**config.mk**
```make
export PLATFORM = sky130hd
export DESIGN_NAME = dmem_lat
export DESIGN_NICKNAME = d
export VERILOG_FILES = /design/src/rtl/dmem_lat.sv
export SDC_FILE = /design/constraint.sdc
export NUM_CORES = 2
export LEC_CHECK = 0
export CAP_MARGIN = 20
export CORE_ASPECT_RATIO = 1.1
export CORE_MARGIN = 10
export CORE_UTILIZATION = 40
export CTS_CLUSTER_DIAMETER = 30
export DETAILED_ROUTE_END_ITERATION = 8
export GPL_ROUTABILITY_DRIVEN = 0
export PLACE_DENSITY_LB_ADDON = 0.1
export SYNTH_ARGS = -nofsm -noshare
export SYNTH_HDL_FRONTEND = slang
export SYNTH_SLANG_ARGS = --single-unit
```
**constraint.sdc**
```tcl
create_clock -name clk -period 3.59 [get_ports clk]
set_input_delay 0.8975 -clock clk [delete_from_list [all_inputs] [get_ports clk]]
set_output_delay 0.8975 -clock clk [all_outputs]
set_load 0.05 [all_outputs]
```
**src/rtl/dmem_lat.sv**
```systemverilog
// dmem_lat: word RAM with byte strobes and a programmable-latency req/ack/stall handshake
module dmem_lat #(
  parameter int    DEPTH     = 64,
  parameter int    LATENCY   = 2,
  parameter string INIT_FILE = ""
) (
  input  logic        clk,
  input  logic        rst,
  input  logic        i_req,
  input  logic        i_we,
  input  logic [31:0] i_addr,
  input  logic [3:0]  i_be,
  input  logic [31:0] i_wd,
  output logic [31:0] o_rd,
  output logic        o_ack,
  output logic        o_stall,
  output logic        o_err
);
  localparam int AW = $clog2(DEPTH);
  typedef enum logic [1:0] {IDLE, WAIT, DONE} stateT;
  logic [31:0] mem [DEPTH];
  stateT state, nextState;
  logic [3:0] cnt, nextCnt;
  logic [31:0] rdReg;
  logic [AW-1:0] idx;
  logic outOfRange, doWrite;
  logic [1:0] unusedAddrLsb;
  assign idx = i_addr[AW+1:2];
  assign outOfRange = |i_addr[31:AW+2];
  assign unusedAddrLsb = i_addr[1:0];
  // next-state: count down the wait cycles, abandon the access if the request vanishes
  always_comb begin
    nextState = state;
    nextCnt = cnt;
    case (state)
      IDLE: if (i_req) begin
        nextState = (LATENCY == 1) ? DONE : WAIT;
        nextCnt = 4'(LATENCY - 1);
      end
      WAIT: if (!i_req) nextState = IDLE;
        else if (cnt == 4'd1) nextState = DONE;
        else nextCnt = cnt - 4'd1;
      default: nextState = IDLE;
    endcase
  end
  // state register; read data is captured on entry to DONE and held otherwise
  always_ff @(posedge clk) begin
    if (rst) begin
      state <= IDLE;
      cnt <= '0;
      rdReg <= '0;
    end else begin
      state <= nextState;
      cnt <= nextCnt;
      if (nextState == DONE) rdReg <= outOfRange ? '0 : i_we ? rdReg : mem[idx];
    end
  end
  assign doWrite = ((LATENCY == 0) ? i_req : (state == DONE)) & i_we & ~outOfRange & ~rst;
  // byte-lane write at the edge that ends the ack cycle; RAM is never cleared by reset
  always_ff @(posedge clk) begin
    if (doWrite)
      for (int b = 0; b < 4; b++)
        if (i_be[b]) mem[idx][8*b +: 8] <= i_wd[8*b +: 8];
  end
  assign o_ack = (LATENCY == 0) ? i_req : (state == DONE);
  assign o_stall = i_req & ~o_ack;
  assign o_err = o_ack & outOfRange;
  assign o_rd = (LATENCY == 0) ? (outOfRange ? '0 : mem[idx]) : rdReg;
endmodule

```
# [Word-level counts from Yosys, hierarchy flattened]
# Memories as Yosys holds them, arrays and structs flattened.
# Index checks and enable logic that the tools add are counted.
[word_totals] mem_bits_rw=2048 input_bits=72 memories=1 elab_cells=48 out_inout_bits=35 ff_bits=38
[classes] n_bitwise=8 n_addsub=1 n_eq_ne=8 mux=22 n_reduce_logical=5
[mem_list] memory="mem" words=64 word_bits=32 rd=1 rd_clocked_by_memory_dff=0 write_ports=1 line="21" text="logic [31:0] mem [DEPTH];"
[op_table] op="$mux 32" count=2
[op_table] op="$reduce_or 24->1" count=1
[op_table] op="$mux 1" count=12
[op_table] op="$mux 4" count=3
[op_table] op="$pmux 4 s2" count=1
[op_table] op="$mux 2" count=3
[op_table] op="$ne 2x2->1 const B" count=3
[op_table] op="$and 1x1->1" count=5
[op_table] op="$eq 2x2->1 const B" count=2
[op_table] op="$eq 4x1->1 const B" count=1
[op_table] op="$pmux 2 s2" count=1
[op_table] op="$reduce_and 4->1" count=1
[op_table] op="$sub 4x1->4 const B" count=1
[op_table] op="$not 1->1" count=3
[op_table] op="$eq 2x1->1 const B" count=1
[op_table] op="$logic_not 2->1" count=1
[op_table] op="$ne 2x1->1 const B" count=1
[op_table] op="$reduce_and 2->1" count=1
[op_table] op="$reduce_bool 2->1" count=1

# [Longest topological paths before layout]
[depth] depth_word=6 mapped_depth=10 depth_no_buf=8

# [Least setup slack after synthesis]
# OpenSTA, ideal clock, no wires.
[synth_path] kind="input -> register" startpoint="input i_addr[27]" endpoint="memory mem[10][0] (enable)" arrival_time_ns=2.838 setup_time_ns=0.370 required_ns=3.220 path_slack_ns=0.382 stages=7 n_path_buf=1 path_cell_list="nor4_1 > nand4_1 > or2_4 > nor4b_4 > nand2_4 > buf_6 > nor2_1"
[synth_between] elab_chain_cells=6
[synth_rtl] element="start, declared" line="11" text="input logic [31:0] i_addr,"
[synth_rtl] element="$reduce_or 24->1" line="29" text="assign outOfRange = |i_addr[31:AW+2];"
[synth_rtl] element="$not 1->1" line="58" text="assign doWrite = ((LATENCY == 0) ? i_req : (state == DONE)) & i_we & ~outOfRange & ~rst;"
[synth_rtl] element="$and 1x1->1 (2 in a row)" line="58"
[synth_rtl] element="$mux 1" line="61" text="if (doWrite)"
[synth_rtl] element="$mux 1 (not written as such)" line="63" text="if (i_be[b]) mem[idx][8*b +: 8] <= i_wd[8*b +: 8];"
[synth_rtl] element="end, declared" line="21"
# Every way passes these cells.

# [Worst setup path after layout]
[layout_path] startpoint="register state[0]" endpoint="output o_ack"
[layout_between] elab_chain_cells=1
[layout_rtl] element="start, declared" line="22" text="stateT state, nextState;"
[layout_rtl] element="start signal, assigned" line="53" text="state <= nextState;"
[layout_rtl] element="$eq 2x2->1" line="65" text="assign o_ack = (LATENCY == 0) ? i_req : (state == DONE);"
[layout_rtl] element="end, declared" line="15" text="output logic o_ack,"
# Every way passes these cells.

==> results.py <==
metrics = {
    "cts": {
        "clockBufferDepth": 4,
        "ctsHoldBuffers": 0,
        "cts_setup_buffers": 0,
        "numCtsBuffers": 425,
        "clock-sinks": 2086,
        "clk_latency_ns": 0.99,
        "cts-root-buf": "clkbuf_16",
        "htreeDepth": 5,
        "cts_tree": "yes",
        "clk_pin_slew_worst_paths_ns": 0.05,
        "post_cts_resized": 0,
    },
    "timing": {
        "hold_violations": 0,
        "timing.final.ws_setup_ns": 0.326,
        "fin_skew_ns": 0.0849,
        "maxSlewHeadroom": 0.239,
        "min_period_over_period": 0.909,
        "holdWs_ns": 0.279,
        "slew_viol_final": 0,
        "final-setup-viol-count": 0,
        "period_needed_ns": 3.26,
        "clock.fmax_mhz": 306,
        "worst_pin_slew_ns": 1.13,
        "rsz0062_at_grt": "false",
    },
    "placement": {
        "io_buffers": 104,
        "pre_cts_slack_ns": -0.287,
        "hpwl_mm": 158,
    },
    "routing": {
        "wl_per_cell_um": 28.8,
        "drt_wl_total_mm": 242,
        "antenna_left": 0,
        "vias": 47100,
        "vias_per_cell": 5.61,
        "drtIter0Drc": 4452,
        "first_pass_iters": 6,
        "route.detailed.drc": 0,
    },
    "flow_run": {
        "maxCapViolations": 0,
    },
    "global_route": {
        "grt_antenna_before_repair": 19,
        "grt_pass1_vias": 47700,
        "grt_max_degree": 102,
        "overflow": 0,
        "grt_usage": 0.217,
        "grt_pass1_wl_mm": 344,
    },
    "critical_path": {
        "r2r_slack_ns": 1.16,
        "required_ns": 2.69,
        "r2r-start": "mem[28][24]",
        "crit_path_end_kind": "output pin",
        "critical_path_class": "flip-flop to output pin",
        "r2r_end": "o_rd[24]",
        "worstRegToRegCells": 6,
        "crit_arrival_ns": 2.37,
        "cp_max_fo": 4,
        "start_kind": "flip-flop",
    },
    "synthesis": {
        "ys_warn_count": 0,
        "netlist_area_mm2": 0.0802,
        "ys_seq_elements": 2086,
        "synth_flop_cell": "edfxtp_1",
        "async_reset_ff_frac": 0,
        "yosys.cell_types.count": 57,
        "syn_avg_cell_area_um2": 17.6,
        "synth_edf_count": 2048,
        "yosysSeqAreaShare": 0.776,
        "syn-num-nets": 4633,
        "syn_inst": 4559,
    },
    "worst_hold_path": {
        "worstHoldPathType": "input pin to flip-flop",
        "min-delay-start": "i_wd[18]",
        "hold-path-cell-count": 1,
        "worstHoldEndpoint": "mem[33][18]",
    },
    "floorplan": {
        "initial_core_util": 0.402,
        "die_x_um": 447,
        "num_rows": 172,
        "ios": 107,
        "die_h_um": 490,
        "die_area_mm2": 0.219,
        "fp.coreArea_mm2": 0.200,
    },
    "final_layout": {
        "syn_to_final_growth_pct": 28.8,
        "fin_util": 0.517,
        "fin_nets": 5522,
        "drive_gt1_frac": 0.252,
    },
    "power": {
        "ir_worst_vdd_v": 0.000436,
        "p_per_area_mw_per_mm2": 662,
        "p_leak_uw": 0.0357,
        "p_total_uw": 68400,
    },
    "run_status": {
        "status": "completed",
    },
}
[final cells by class]
type	instances	area, um2
fill	16300	96400
clock buffer	485	11100
sequential	2086	62300
inverter	7	33.8
antenna	7	17.5
multi-input combinational	2122	16400
clock inverter	280	3130
tap	2610	3270
timing repair buffer	806	7100
[placed cells by master (no fill, tap or decap), types with 4 or more instances in the layout]
master           synthesis  routed
a221o_1                354     354
clkinvlp_4               0      47
nand2_4                  4       5
clkbuf_1               202      47
mux4_2                  15      15
nor3b_1                  4       4
inv_6                    0      22
a21oi_1                180     180
nor4_1                  35      34
o22a_1                  57      57
mux2i_1                503     503
inv_1                    6       6
o21ai_1                 21      21
clkdlybuf4s50_1          0      67
clkinv_4                 0      18
a221oi_1               131     131
clkinv_1                 0      55
buf_4                    4     627
clkbuf_16                0     435
nand2_1                 78      76
o21ai_0                 46      46
dfxtp_1                 38      38
diode_2                  0       7
mux2_2                  14      14
nor3_1                   8       8
a22o_1                  29      29
o22ai_1                279     279
edfxtp_1              2048    2048
buf_2                   85      34
nor2_1                 281     278
o2bb2ai_1               29      29
clkinv_2                 0      75
bufinv_16                0      60
buf_12                   0      77
[registers in the layout, summed over array words and instances (netlist names)]
signal  flops
cnt         4
mem      2048
o_rd       32
state       2
[through the flow]
stage	setup TNS, ns	instance area, um2	instances
final	0	103000	8403
after global routing	0	103000	8399
after CTS	0	103000	8389
after detailed placement	-15.19	88900	7624
after global placement	-11.67	88900	7624
after floorplan	0	80200	4559
[power breakdown]
part | internal (uW) | switching, uW | total, uW
Clock | 26300 | 12400 | 38700
Combinational | 1070 | 1890 | 2960
Sequential | 26800 | 4.41 | 26800
[routing by layer]
layer | share of wire | GRT usage
met3 | 0.061 | 0.0425
met1 | 0.42 | 0.291
met2 | 0.48 | 0.349
met4 | 0.036 | 0.0817
met5 | 0.000091 | 0
[cell usage after synthesis, types with 3 or more instances]
master | instances | area, um2
inv_1 | 6 | 22.5
nand2_1 | 78 | 293
a221oi_1 | 131 | 1150
a21oi_1 | 180 | 901
nor4_1 | 35 | 219
nand4_1 | 3 | 18.8
mux2_2 | 14 | 158
o21ai_1 | 21 | 105
buf_2 | 85 | 425
mux4_2 | 15 | 338
a22o_1 | 29 | 254
nor3b_1 | 4 | 30.0
buf_6 | 27 | 304
nor3_1 | 8 | 40.0
nor2_1 | 281 | 1050
and2_1 | 3 | 18.8
buf_1 | 26 | 97.6
o32ai_1 | 3 | 26.3
o211ai_1 | 3 | 22.5
o2bb2ai_1 | 29 | 254
edfxtp_1 | 2048 | 61500
nor2b_1 | 3 | 18.8
nand3_1 | 3 | 15.0
clkbuf_1 | 202 | 758
mux2i_1 | 503 | 5030
nand2_4 | 4 | 45.0
nand2b_1 | 5 | 31.3
o21ai_0 | 46 | 230
or2_2 | 3 | 18.8
dfxtp_1 | 38 | 761
o22a_1 | 57 | 499
o22ai_1 | 279 | 1750
a221o_1 | 354 | 3540
buf_4 | 4 | 30.0
[worst max-delay path by stage]
stage	start	to	slack, ns
2_1_floorplan	i_addr[27]	mem[10][0]	0.38
4_1_cts	state[0]	o_ack	0.27
3_5_place_dp	i_addr[2]	o_rd[29]	-0.29
5_1_grt	i_addr[20]	o_err	0.20
3_3_place_gp	i_addr[2]	o_rd[29]	-0.31
6_report	state[0]	o_ack	0.33
[critical path, stage by stage (launching register included)]
cell and delay [ns]:
dfxtp_1 0.32, nand2b_1 0.23, inv_1 0.08, clkdlybuf4s50_1 0.82
[logic make-up after synthesis]
kind of cell / Yosys count / share of synthesized area
AO/OA/AOI/OAI: 1142 / 0.110
XOR/XNOR: 2 / 0.000218
adder cells (fa/ha/maj): 2 / 0.000312
buffers and inverters: 351 / 0.0205
flip-flops: 2086 / 0.776
multiplexers: 532 / 0.0689
AND/OR/NAND/NOR: 444 / 0.0242
Note: power is estimated with default switching activity, not from simulation.
